[config.mk]
export PLATFORM = sky130hd
export DESIGN_NAME = inputc
export DESIGN_NICKNAME = d
export VERILOG_FILES = /design/src/rtl/inputc.sv
export SDC_FILE = /design/constraint.sdc
export NUM_CORES = 1
export LEC_CHECK = 0
export ABC_CLOCK_PERIOD_IN_PS = 3700
export CORE_ASPECT_RATIO = 0.9
export CORE_UTILIZATION = 55
export DETAILED_ROUTE_END_ITERATION = 10
export MAX_ROUTING_LAYER = met4
export PLACE_DENSITY = 0.74
export REMOVE_ABC_BUFFERS = 1
export SYNTH_ARGS = -nofsm -noshare
export SYNTH_HDL_FRONTEND = slang
export SYNTH_SLANG_ARGS = --single-unit
[constraint.sdc]
create_clock -name clk -period 3.7 [get_ports clk]
set_clock_uncertainty 0.2 [all_clocks]
set_input_delay 0.555 -clock clk [delete_from_list [all_inputs] [get_ports clk]]
set_output_delay 0.555 -clock clk [all_outputs]
set_load 0.02 [all_outputs]
[src/rtl/inputc.sv]
// Router input channel: per-VC flit FIFOs and packet FSMs (route compute, active, idle).
// Head flits are offered to the switch allocator with an XY-routed output-port one-hot.
module inputc #(
   parameter logic [7:0] ROUTERID = 8'h00,
   parameter int         PCHID    = 0,
   parameter int         VCH_N    = 2,
   parameter int         DATA_W   = 32,
   parameter int         FIFO_D   = 4
) (
   input  logic                        clk,
   input  logic                        rst_n,
   input  logic                        in_valid,
   input  logic [((VCH_N > 1) ? $clog2(VCH_N) : 1)-1:0] in_vch,
   input  logic [DATA_W-1:0]           in_data,
   input  logic [VCH_N-1:0]            grant_i,
   output logic [VCH_N-1:0]            req_o,
   output logic [VCH_N*5-1:0]          port_o,
   output logic [VCH_N*DATA_W-1:0]     flit_o,
   output logic [VCH_N-1:0]            ack_o,
   output logic [VCH_N-1:0]            lck_o,
   output logic                        err_o
);

   localparam int VW       = (VCH_N > 1) ? $clog2(VCH_N) : 1;
   localparam int PW       = $clog2(FIFO_D);
   localparam int CW       = PW + 1;
   localparam int TAIL_BIT = DATA_W - 1;
   localparam int HEAD_BIT = DATA_W - 2;
   localparam logic [3:0] MY_X = ROUTERID[3:0];
   localparam logic [3:0] MY_Y = ROUTERID[7:4];

   if (FIFO_D < 2 || (FIFO_D & (FIFO_D - 1)) != 0 || PCHID < 0) begin : g_bad_param
      $error("inputc: FIFO_D must be a power of two >= 2 and PCHID non-negative");
   end

   typedef enum logic [1:0] {IDLE, RC, ACTIVE} state_t;

   logic [DATA_W-1:0] mem    [VCH_N][FIFO_D];
   logic [PW-1:0]     rd_ptr [VCH_N];
   logic [PW-1:0]     wr_ptr [VCH_N];
   logic [CW-1:0]     count  [VCH_N];
   state_t            state  [VCH_N];
   logic [4:0]        route  [VCH_N];
   logic [DATA_W-1:0] head   [VCH_N];

   logic [VCH_N-1:0] nonempty, hit, wr, drop, discard, granted, pop;

   // XY dimension-order routing: resolve X first, then Y, else deliver locally
   function automatic logic [4:0] xy_route(input logic [DATA_W-1:0] f);
      logic [3:0] dx, dy;
      logic [4:0] r;
      dx = f[3:0];
      dy = f[7:4];
      if (dx > MY_X)      r = 5'b00100;
      else if (dx < MY_X) r = 5'b10000;
      else if (dy > MY_Y) r = 5'b00010;
      else if (dy < MY_Y) r = 5'b01000;
      else                r = 5'b00001;
      return r;
   endfunction

   always_comb begin
      nonempty = '0;
      hit      = '0;
      wr       = '0;
      drop     = '0;
      discard  = '0;
      granted  = '0;
      pop      = '0;
      req_o    = '0;
      port_o   = '0;
      flit_o   = '0;
      for (int v = 0; v < VCH_N; v++) begin
         head[v]     = mem[v][rd_ptr[v]];
         nonempty[v] = (count[v] != '0);
         flit_o[v*DATA_W +: DATA_W] = nonempty[v] ? head[v] : '0;
         req_o[v]    = (state[v] == ACTIVE) && nonempty[v];
         port_o[v*5 +: 5] = (state[v] == ACTIVE) ? route[v] : 5'b0;
         // BODY/TAIL with no open packet is an orphan and gets flushed
         discard[v]  = (state[v] == IDLE) && nonempty[v] && !head[v][HEAD_BIT];
         granted[v]  = grant_i[v] && req_o[v];
         pop[v]      = discard[v] || granted[v];
         hit[v]      = in_valid && (in_vch == VW'(v));
         // a pop in the same cycle frees the slot, so a full FIFO still accepts
         wr[v]       = hit[v] && ((count[v] != CW'(FIFO_D)) || pop[v]);
         drop[v]     = hit[v] && !wr[v];
      end
   end

   always_ff @(posedge clk) begin
      for (int v = 0; v < VCH_N; v++) begin
         if (wr[v]) mem[v][wr_ptr[v]] <= in_data;
         if (state[v] == RC) route[v] <= xy_route(head[v]);
      end
   end

   always_ff @(posedge clk or negedge rst_n) begin
      if (!rst_n) begin
         for (int v = 0; v < VCH_N; v++) begin
            rd_ptr[v] <= '0;
            wr_ptr[v] <= '0;
            count[v]  <= '0;
            state[v]  <= IDLE;
         end
         ack_o <= '0;
         lck_o <= '0;
         err_o <= 1'b0;
      end else begin
         ack_o <= pop;
         if (|(drop | discard)) err_o <= 1'b1;
         for (int v = 0; v < VCH_N; v++) begin
            if (wr[v])  wr_ptr[v] <= wr_ptr[v] + PW'(1);
            if (pop[v]) rd_ptr[v] <= rd_ptr[v] + PW'(1);
            if (wr[v] && !pop[v])      count[v] <= count[v] + CW'(1);
            else if (!wr[v] && pop[v]) count[v] <= count[v] - CW'(1);
            case (state[v])
               IDLE: begin
                  if (nonempty[v] && head[v][HEAD_BIT]) begin
                     state[v] <= RC;
                     lck_o[v] <= 1'b1;
                  end
               end
               RC: state[v] <= ACTIVE;
               ACTIVE: begin
                  if (granted[v] && head[v][TAIL_BIT]) begin
                     state[v] <= IDLE;
                     lck_o[v] <= 1'b0;
                  end
               end
               default: state[v] <= IDLE;
            endcase
         end
      end
   end

endmodule

==> impl_metrics.env <==
export IMPL_grt_setup_unrepaired="no"
export IMPL_status="finished, violations left"
export IMPL_htree_levels=1
export IMPL_critPathMaxFanout=33
export IMPL_drv_slew=0
export IMPL_viasPerCell=5.74
export IMPL_final_common_cell="edfxtp_1"
export IMPL_place_area_sq_um=12700
export IMPL_p_leak_nw=4.53
export IMPL_criticalPathCategory="flip-flop to output port"
export IMPL_cts_sinks=285
export IMPL_tritoncts="yes"
export IMPL_fp_dieH_um=137
export IMPL_ff_latch_area_sq_um=8450
export IMPL_synth_top_family_by_area="multiplexers"
export IMPL_start_kind="flip-flop"
export IMPL_grt_use_total=0.225
export IMPL_vias=5457
export IMPL_peakVddDrop_uv=652
export IMPL_violations="design-rule violations"
export IMPL_fmaxAchievable_mhz=284
export IMPL_rrSetupSlack_ps=600
export IMPL_seq_power_share=0.368
export IMPL_p_switching_mw=3.66
export IMPL_firstDrtPassIters=8
export IMPL_setup_viol_count_final=0
export IMPL_reg2reg_depth=4
export IMPL_post_synth_mux_area_share=0.134
export IMPL_clkSlewWorstSetupHoldPaths_ps=60
export IMPL_p_comb_frac=0.393
export IMPL_seq_area_frac_synth=0.755
export IMPL_worst_slew_pin_slew_ps=1060
export IMPL_instances_no_fill=950
export IMPL_wl_um=21900
export IMPL_post_route_util=0.680
export IMPL_fillers=1299
export IMPL_clockBufferDepth=3
export IMPL_crit_slowest_cell="mux4_1"
export IMPL_dieArea_sq_um=20900
export IMPL_pin_count=119
export IMPL_critPathBufInv=2
export IMPL_wire_per_inst_um=23.1
export IMPL_grt_pass1_vias=5685
export IMPL_min_to="lck_o[0]"
export IMPL_setup_tns_ps=0
export IMPL_multiInputGateArea_sq_um=2600
export IMPL_synth_xor_area_frac=0.00940
export IMPL_numPortBuffers=114
export IMPL_cap_viol_max_count=0
export IMPL_max_stage_delay_ps=690
export IMPL_numCtsBuffers=28
export IMPL_cp_end_kind="output port"
export IMPL_drc_errors=13
export IMPL_p_total_mw=11.4
export IMPL_post_cts_buffers=0
export IMPL_cts_root_buf="clkbuf_16"
export IMPL_yosysUniqueCellTypes=39
export IMPL_internal_power_mw=7.74
export IMPL_critPathTopFamily="buffers and inverters"
export IMPL_swShare=0.321
export IMPL_drive_above_1_share=0.196
export IMPL_drt_iter0_markers=358
export IMPL_min_from="lck_o[0]"
export IMPL_synthAdderAreaFrac=0.0148
export IMPL_clock_power_share=0.239
export IMPL_nets=722
export IMPL_power_per_cell_area_nw_per_um2=841
export IMPL_syn2layout_area_growth_pct=21.3
export IMPL_syn_mean_instance_area_sq_um=20.9
export IMPL_hold_class="flip-flop to flip-flop"
export IMPL_rr_endpoint="mem[0][6]"
export IMPL_finalHoldViolCount=0
export IMPL_crit_required_ps=2940
export IMPL_maxSlewHeadroom=0.292
export IMPL_design_area_sq_um=13600
export IMPL_final_cell_mix="262 x edfxtp_1, 114 x clkdlybuf4s50_1, 72 x nor2b_1"
export IMPL_post_route_period_util=0.952
export IMPL_worstPathArrival_ps=2770
export IMPL_gr_total_overflow=0
export IMPL_synth_warnings=0
export IMPL_min_period_ps=3520
export IMPL_dpl_hpwl_um=12700
export IMPL_core_sq_um=19900
export IMPL_die_x_um=152
export IMPL_dp_cells=897
export IMPL_ant_nets=0
export IMPL_grt_max_degree=37
export IMPL_syn_area_sq_um=11200
export IMPL_clk_latency_ps=530
export IMPL_syn_inst=536
export IMPL_timing_rr_start="rd_ptr[2]"
export IMPL_floorplan_initialDensity=0.561
export IMPL_hold_buffers=0
export IMPL_synth_seq_cells=285
export IMPL_whs_path_depth=1
export IMPL_synth_compound_gate_area_share=0.00907
export IMPL_synthSimpleGateAreaFrac=0.0618
export IMPL_cp_cell_sequence="buf_6 -> mux4_1 -> nor2b_1 -> clkdlybuf4s50_1"
export IMPL_gp_congestion=0.759
export IMPL_grt_pass1_wl_um=33300
export IMPL_antenna_found_initial=1
export IMPL_rows=49
## sequential cells by signal, summed over array words and instances (netlist names)
register	flops
ack_o	2
count	6
err_o	1
lck_o	2
mem	256
rd_ptr	4
route	6
state	4
wr_ptr	4
## power groups by stage
stage | combinational, mW | sequential (mW) | clock, mW
finish | 4.48 | 4.20 | 2.72
detailed placement | 4.48 | 4.26 | 0
floorplan | 2.42 | 4.46 | 0
global route | 4.76 | 4.24 | 2.90
CTS | 4.53 | 4.20 | 2.77
global placement | 4.42 | 4.22 | 0
## logic make-up (layout without fill, tap and decap cells)
kind of cell,after synthesis,count (layout)
DFF,285,285
and+or+nand+nor,111,111
muxes,68,68
buffers and inverters,36,191
adders and majority gates,12,12
xor gates and xnor gates,12,12
AOI/OAI and AO/OA,11,11
other,1,5
## per-stage QoR
step,setup WS (ps),hold slack (ps)
global route,72.9,329
CTS,15.0,293
finish,179,295
detailed placement,535,279
global placement,567,262
floorplan,-482,59.4
## layer usage
| metal | part of all wire | wire length, um | GRT usage | vias up |
|---|---|---|---|---|
| met2 | 0.50 | 11000 | 0.369 | 194 |
| met4 | 0.014 | 301 | 0.0499 | 0 |
| met3 | 0.062 | 1350 | 0.0365 | 28 |
| met5 | 0 | 0 | - | - |
| met1 | 0.42 | 9320 | 0.303 | 2847 |
| li1 | - | - | - | 2388 |
## how the worst max path moves through the flow
stage | startpoint | end | slack (ps) | cells after the start
global route | rd_ptr[2] | flit_o[0] | 70 | 4
floorplan | rd_ptr[2] | mem[0][0] | -480 | 4
CTS | rd_ptr[0] | flit_o[32] | 20 | 4
global placement | grant_i[0] | count[4] | 570 | 7
finish | rd_ptr[2] | flit_o[0] | 180 | 4
detailed placement | grant_i[0] | count[4] | 540 | 7
## repair_timing
| item | CTS | global route |
|---|---|---|
| endpoints found under the setup margin | 1 | 24 |
| pin swaps | 0 | 0 |
| gates resized for setup | 1 | 1 |
## final cells by class
class / count / area share
diodes: 1 / 0.000185
clock buffers: 33 / 0.0531
clock inverters: 19 / 0.0126
inverters: 11 / 0.00305
multi-input cells: 218 / 0.192
flip-flops and latches: 285 / 0.623
well taps: 255 / 0.0235
repair buffers: 128 / 0.0925
## cells in the mapped netlist
cell type	count	area [sq um]
xnor2_1	8	70.1
buf_4	5	37.5
xor2_1	4	35.0
edfxtp_1	262	7870
a21oi_4	1	16.3
o311ai_0	1	8.76
mux4_1	2	52.6
nor3_1	2	10.0
nor4b_1	2	17.5
a311oi_1	1	8.76
o21ai_0	1	5.00
a21o_1	4	30.0
a2111o_1	1	11.3
nand3_1	1	5.00
mux2_4	1	15.0
nor2b_1	72	450
or4_1	4	30.0
nor3_2	1	10.0
inv_1	10	37.5
mux4_2	62	1400
buf_1	1	3.75
inv_2	1	3.75
nor4_2	1	12.5
dfrtp_1	23	576
o311a_2	1	11.3
clkbuf_1	12	45.0
buf_6	1	11.3
mux2_2	3	33.8
or4_4	1	11.3
nor2_1	5	18.8
fa_1	2	40.0
or2_1	1	6.26
and2_1	14	87.6
a2111oi_1	1	10.0
conb_1	1	3.75
ha_1	10	125
and3b_1	1	8.76
buf_2	6	30.0
nand2_1	6	22.5
No activity file was read; power rests on OpenSTA's default activity.
